**src/rtl/bcd_scan_pkg.sv**
```systemverilog
// Shared types, constants and width helper for the BCD scan controller.
package bcd_scan_pkg;

  // Controller phases: wait, capture inputs, run the shared converter, drive the display.
  typedef enum logic [1:0] {
    IDLE,
    SNAP,
    CONV,
    SCAN
  } state_e;

  // Wide enough for the largest legal display (8 channels -> 16 digits); slice to fit.
  localparam logic [15:0] ANODE_OFF = 16'hFFFF;

  // Bits needed to hold values 0..n-1, never less than one.
  function automatic int unsigned log2ceil(input int unsigned n);
    int unsigned w;
    w = 1;
    while ((64'd1 << w) < 64'(n)) begin
      w = w + 1;
    end
    return w;
  endfunction

endpackage

```
**src/rtl/bcd_scan_controller_dwell_timer.sv**
```systemverilog
// Free-running dwell counter: counts 0..PRESCALE-1 while enabled, ticks on the last count.
module dwell_timer
  import bcd_scan_pkg::*;
#(
  parameter int unsigned PRESCALE = 50000
) (
  input  logic clk,
  input  logic rst,
  input  logic clr,
  input  logic en,
  output logic tick
);

  localparam int unsigned W = log2ceil(PRESCALE);
  localparam logic [W-1:0] Last = W'(PRESCALE - 1);

  logic [W-1:0] cnt_q, cnt_d;

  assign tick = en && !clr && (cnt_q == Last);

  // Next count: clear wins, then wrap at the last count.
  always_comb begin
    cnt_d = cnt_q;
    if (clr) begin
      cnt_d = '0;
    end else if (en) begin
      cnt_d = (cnt_q == Last) ? '0 : cnt_q + 1'b1;
    end
  end

  // Counter register with synchronous reset.
  always_ff @(posedge clk) begin
    if (rst) begin
      cnt_q <= '0;
    end else begin
      cnt_q <= cnt_d;
    end
  end

endmodule

```
**src/rtl/bcd_scan_controller.sv**
```systemverilog
// Shares one Binary2BCD converter across NUM_CH count sources and scans the buffered
// tens/ones digits onto a multiplexed common-anode seven-segment display.
module bcd_scan_controller
  import bcd_scan_pkg::*;
#(
  parameter int unsigned NUM_CH   = 2,
  parameter int unsigned PRESCALE = 50000
) (
  input  logic                  Clk,
  input  logic                  Rst,
  input  logic                  Enable,
  input  logic [4*NUM_CH-1:0]   Cnt_in,
  output logic [3:0]            Bcd_cnt,
  input  logic [3:0]            Bcd_tens,
  input  logic [3:0]            Bcd_ones,
  output logic [2*NUM_CH-1:0]   Digit_sel,
  output logic [3:0]            Digit_val,
  output logic                  Digit_blank,
  output logic                  Frame_done
);

  localparam int unsigned NumDig = 2 * NUM_CH;
  localparam int unsigned CW     = log2ceil(NUM_CH);
  localparam int unsigned DW     = log2ceil(NumDig);
  localparam logic [CW-1:0] ChLast  = CW'(NUM_CH - 1);
  localparam logic [DW-1:0] DigLast = DW'(NumDig - 1);
  localparam logic [NumDig-1:0] AnodeOff = ANODE_OFF[NumDig-1:0];

  state_e        state_q, state_d;
  logic [CW-1:0] ch_idx_q, ch_idx_d;
  logic [DW-1:0] dig_idx_q, dig_idx_d;
  logic [3:0]    snap_q     [NUM_CH];
  logic [3:0]    buf_ones_q [NUM_CH];
  logic [3:0]    buf_tens_q [NUM_CH];
  logic          snap_we, conv_we;
  logic          tick;
  logic [CW-1:0] dig_ch;
  logic          dig_odd;

  dwell_timer #(
    .PRESCALE(PRESCALE)
  ) u_dwell_timer (
    .clk (Clk),
    .rst (Rst),
    .clr (state_q != SCAN),
    .en  (state_q == SCAN),
    .tick(tick)
  );

  // Sequencing: snapshot, one converter pass per channel, then dwell on each digit.
  always_comb begin
    state_d    = state_q;
    ch_idx_d   = ch_idx_q;
    dig_idx_d  = dig_idx_q;
    snap_we    = 1'b0;
    conv_we    = 1'b0;
    Bcd_cnt    = 4'd0;
    Frame_done = 1'b0;
    unique case (state_q)
      IDLE: begin
        if (Enable) state_d = SNAP;
      end
      SNAP: begin
        snap_we  = 1'b1;
        ch_idx_d = '0;
        state_d  = CONV;
      end
      CONV: begin
        Bcd_cnt = snap_q[ch_idx_q];
        conv_we = 1'b1;
        if (ch_idx_q == ChLast) begin
          ch_idx_d  = '0;
          dig_idx_d = '0;
          state_d   = SCAN;
        end else begin
          ch_idx_d = ch_idx_q + 1'b1;
        end
      end
      SCAN: begin
        if (tick) begin
          if (dig_idx_q == DigLast) begin
            Frame_done = 1'b1;
            dig_idx_d  = '0;
            state_d    = SNAP;
          end else begin
            dig_idx_d = dig_idx_q + 1'b1;
          end
        end
      end
      default: state_d = IDLE;
    endcase
    // Dropping Enable abandons whatever frame is in flight.
    if (!Enable && state_q != IDLE) state_d = IDLE;
  end

  // FSM state and indices.
  always_ff @(posedge Clk) begin
    if (Rst) begin
      state_q   <= IDLE;
      ch_idx_q  <= '0;
      dig_idx_q <= '0;
    end else begin
      state_q   <= state_d;
      ch_idx_q  <= ch_idx_d;
      dig_idx_q <= dig_idx_d;
    end
  end

  // Snapshot of the count inputs and the converted digit buffers.
  always_ff @(posedge Clk) begin
    if (Rst) begin
      for (int k = 0; k < NUM_CH; k++) begin
        snap_q[k]     <= 4'd0;
        buf_ones_q[k] <= 4'd0;
        buf_tens_q[k] <= 4'd0;
      end
    end else begin
      if (snap_we) begin
        for (int k = 0; k < NUM_CH; k++) begin
          snap_q[k] <= Cnt_in[4*k +: 4];
        end
      end
      if (conv_we) begin
        buf_ones_q[ch_idx_q] <= Bcd_ones;
        buf_tens_q[ch_idx_q] <= Bcd_tens;
      end
    end
  end

  assign dig_ch  = CW'(dig_idx_q >> 1);
  assign dig_odd = dig_idx_q[0];

  // Display decode from registered state only, so the anodes never glitch.
  always_comb begin
    Digit_sel   = AnodeOff;
    Digit_val   = 4'd0;
    Digit_blank = 1'b0;
    if (state_q == SCAN) begin
      Digit_val   = dig_odd ? buf_tens_q[dig_ch] : buf_ones_q[dig_ch];
      Digit_blank = dig_odd && (buf_tens_q[dig_ch] == 4'd0);
      if (!Digit_blank) Digit_sel[dig_idx_q] = 1'b0;
    end
  end

endmodule

```
**config.mk**
```make
export PLATFORM = sky130hd
export DESIGN_NAME = bcd_scan_controller
export DESIGN_NICKNAME = d
export VERILOG_FILES = /design/src/rtl/bcd_scan_pkg.sv /design/src/rtl/bcd_scan_controller_dwell_timer.sv /design/src/rtl/bcd_scan_controller.sv
export SDC_FILE = /design/constraint.sdc
export NUM_CORES = 1
export LEC_CHECK = 0
export CELL_PAD_IN_SITES_DETAIL_PLACEMENT = 0
export CELL_PAD_IN_SITES_GLOBAL_PLACEMENT = 1
export CORE_UTILIZATION = 31
export DETAILED_ROUTE_END_ITERATION = 16
export PLACE_DENSITY_LB_ADDON = 0.1
export RECOVER_POWER = 50
export SYNTH_ARGS = -nofsm -noshare
export SYNTH_HDL_FRONTEND = slang
export SYNTH_HIERARCHICAL = 1
export SYNTH_SLANG_ARGS = --single-unit
export TNS_END_PERCENT = 10
```
**constraint.sdc**
```tcl
create_clock -name Clk -period 5.59 [get_ports Clk]
set_clock_uncertainty 0.2 [all_clocks]
set_input_delay 1.118 -clock Clk [delete_from_list [all_inputs] [get_ports Clk]]
set_output_delay 1.118 -clock Clk [all_outputs]
set_load 0.03 [all_outputs]
```
==> impl_metrics.ini <==
[detailed_routing]
drtPass1Iterations = 4
detail_route.iter0.violations = 56
wl_per_cell_um = 12.84
drt_wl_total_um = 4545
viasPerCell = 4.455
drc = 0
vias = 1577
antenna_left = 0

[synth]
yosysTopAreaCell = edfxtp_1
syn_nets = 247
synth_ff_type = edfxtp_1
yosys.area.top_type_share_pct = 29.00
synthTopCellsByCount = and2_1, edfxtp_1, dfxtp_1
ys_ff_latch = 47
synth.distinct_cells = 45
synth.cell_area_um2 = 2485
syn_inst = 218
syn_avg_cell_area_um2 = 11.40
ys.warnings.count = 6
synth_edf_count = 24
ys_top_cells_by_area = edfxtp_1, dfxtp_1, and2_1, ha_1, xnor2_1
synth_seq_area_share_pct = 47.53
synth-async-reset-ratio_pct = 0
yosysMostFrequentCell = and2_1

[timing]
setup_viol = 0
fin_crit_ns = 4.057
final_max_slew_viol_count = 0
hold_slack_ns = 0.3047
grt_setup_unrepaired = no
fin_crit_sh_pct = 72.58
tightestPinTransition_ns = 0.5852
final_hold_viol_count = 0
fmax_mhz = 246.5
slew_headroom_pct = 60.99
setup_tns_ns = 0

[power]
p_seq_share_pct = 49.5
ir_drop_mv = 0.1068
powerDensity_nw_per_um2 = 286.9
leakagePower_uw = 0.001007
intPower_uw = 626.9
p_sw_uw = 233.5
combinationalPowerShare_pct = 20.4
netSwitchingFraction_pct = 27.14
clkPwrFrac_pct = 30.1

[floorplanning]
num_rows = 32
initial_core_util_pct = 32.16
dieArea_um2 = 8378
die_w_um = 91.53
core_area_um2 = 7727
die_h_um = 91.53
io_pins = 33

[cells_and_area]
drive_gt1_share_pct = 11.51
postLayoutCellArea_um2 = 2999
nets = 280
antenna_cells = 0
syn_to_final_growth_pct = 20.70

[clock_tree]
postCtsHoldBufs = 0
clock_tree.root_cell = clkbuf_8
cts.path.max_buffers = 2
cts_setup_buffers = 0
cts_buffers = 5
clock_sink_count = 47
cts_tree = built
clkLatencyLatePin_ns = 0.30
ctsResizeCount = 0
htree_num_levels = 2
clkTransAtPathRegs_ns = 0.09

[global_routing]
grt_max_degree = 24
overflow = 0
grt_pass1_wl_um = 7734
grt_usage_pct = 11.93
grt_pass1_vias = 1543
grt_antenna_before_repair = 0

[worst_setup_path]
end_kind = output pin
arrival_ns = 2.74
criticalPathCategory = reg2out
critPathMaxFanout = 23
critPathLaunchType = register
worstPathRequired_ns = 4.27

[placed_design]
dp.final_hpwl_um = 3291
gp_congestion = 0.6785
dpl-instance-area_um2 = 2892
portBuffers = 32

[worst_hold_path]
hold_path.class = reg2reg

[run]
drv_cap = 0

[status]
outcome = completed
[cells by family (layout without fill, tap and decap cells)]
| kind of cell | after synthesis | count (layout) | synth area share, % |
|---|---|---|---|
| flip-flops | 47 | 47 | 47.53 |
| XOR/XNOR | 15 | 15 | 5.287 |
| adder cells (fa/ha/maj) | 10 | 10 | 5.035 |
| AND/OR/NAND/NOR | 111 | 111 | 29.00 |
| multiplexers | 12 | 12 | 6.899 |
| buffers and inverters | 15 | 49 | 3.172 |
| AO/OA/AOI/OAI | 8 | 8 | 3.072 |
[per-layer routing]
metal | wire (um) | share of wire [%] | global-route usage [%] | vias up
met5 | 0 | 0 | 0 | -
met4 | 68 | 1.5 | 4.762 | 0
met3 | 153 | 3.4 | 3.015 | 5
met2 | 2000 | 44 | 17.86 | 28
met1 | 2323 | 51 | 16.36 | 727
li1 | - | - | - | 817
[power by group through the flow]
stage / registers (uW) / clock network, uW / logic, uW
after floorplan: 427 / 0 / 134
after CTS: 426 / 269 / 181
after global placement: 433 / 0 / 183
after detailed placement: 435 / 0 / 180
after global routing: 431 / 279 / 198
final: 426 / 259 / 175
[cell type report]
cell class	instances	area (um^2)
multi-input cells	156	1217
clock inverters	3	46.29
clock buffers	5	68.82
repair buffers	33	327.8
inverters	8	30.03
well taps	102	127.6
flip-flops and latches	47	1181
fillers	790	4728
[worst max-delay path: stages (launching register included)]
cell and delay, ns:
dfxtp_1 0.42, ha_1 0.17, buf_4 0.25, and4_1 0.27, nand4_1 0.14, nor2_1 0.32
and3_1 0.20, clkdlybuf4s50_1 0.66
[final timing paths]
path         startpoint          to  slack [ns]  cells past startpoint
max          state_q[0]  Frame_done        1.53                      7
max reg2reg  state_q[0]  state_q[1]        2.99                      8
min reg2reg  state_q[1]  state_q[1]        0.30                      2
min          state_q[1]  state_q[1]        0.30                      2
[sequential cells by signal, indices dropped and copies added, names as in the netlist, named ones only]
register             count
buf_ones_q               8
buf_tens_q               8
ch_idx_q                 1
dig_idx_q                2
snap_q                   8
state_q                  2
u_dwell_timer/cnt_q     16
[placed cells by master, fill, tap and decap left out, drive strengths merged, types with 5 or more instances in the layout]
master / netlist / final
and2: 28 / 28
clkbuf: 3 / 5
clkdlybuf4s50: 0 / 31
dfxtp: 23 / 23
edfxtp: 24 / 24
ha: 10 / 10
inv: 8 / 9
mux2i: 7 / 7
nand2: 13 / 13
nand3: 7 / 7
nand4: 6 / 6
nor2: 24 / 24
nor2b: 9 / 9
nor4: 5 / 5
xnor2: 12 / 12
[stage by stage]
stage / total power (uW) / std cells / utilization, % / setup WS (ns)
6_report: 860.4 / 354 / 38.81 / 1.533
4_1_cts: 876.3 / 354 / 38.91 / 1.451
3_3_place_gp: 616.0 / 346 / 37.42 / 1.842
5_1_grt: 908.8 / 354 / 38.81 / 1.323
3_5_place_dp: 614.6 / 346 / 37.42 / 1.788
2_1_floorplan: 561.3 / 218 / - / 2.465
No activity file was read; power rests on OpenSTA's default activity.
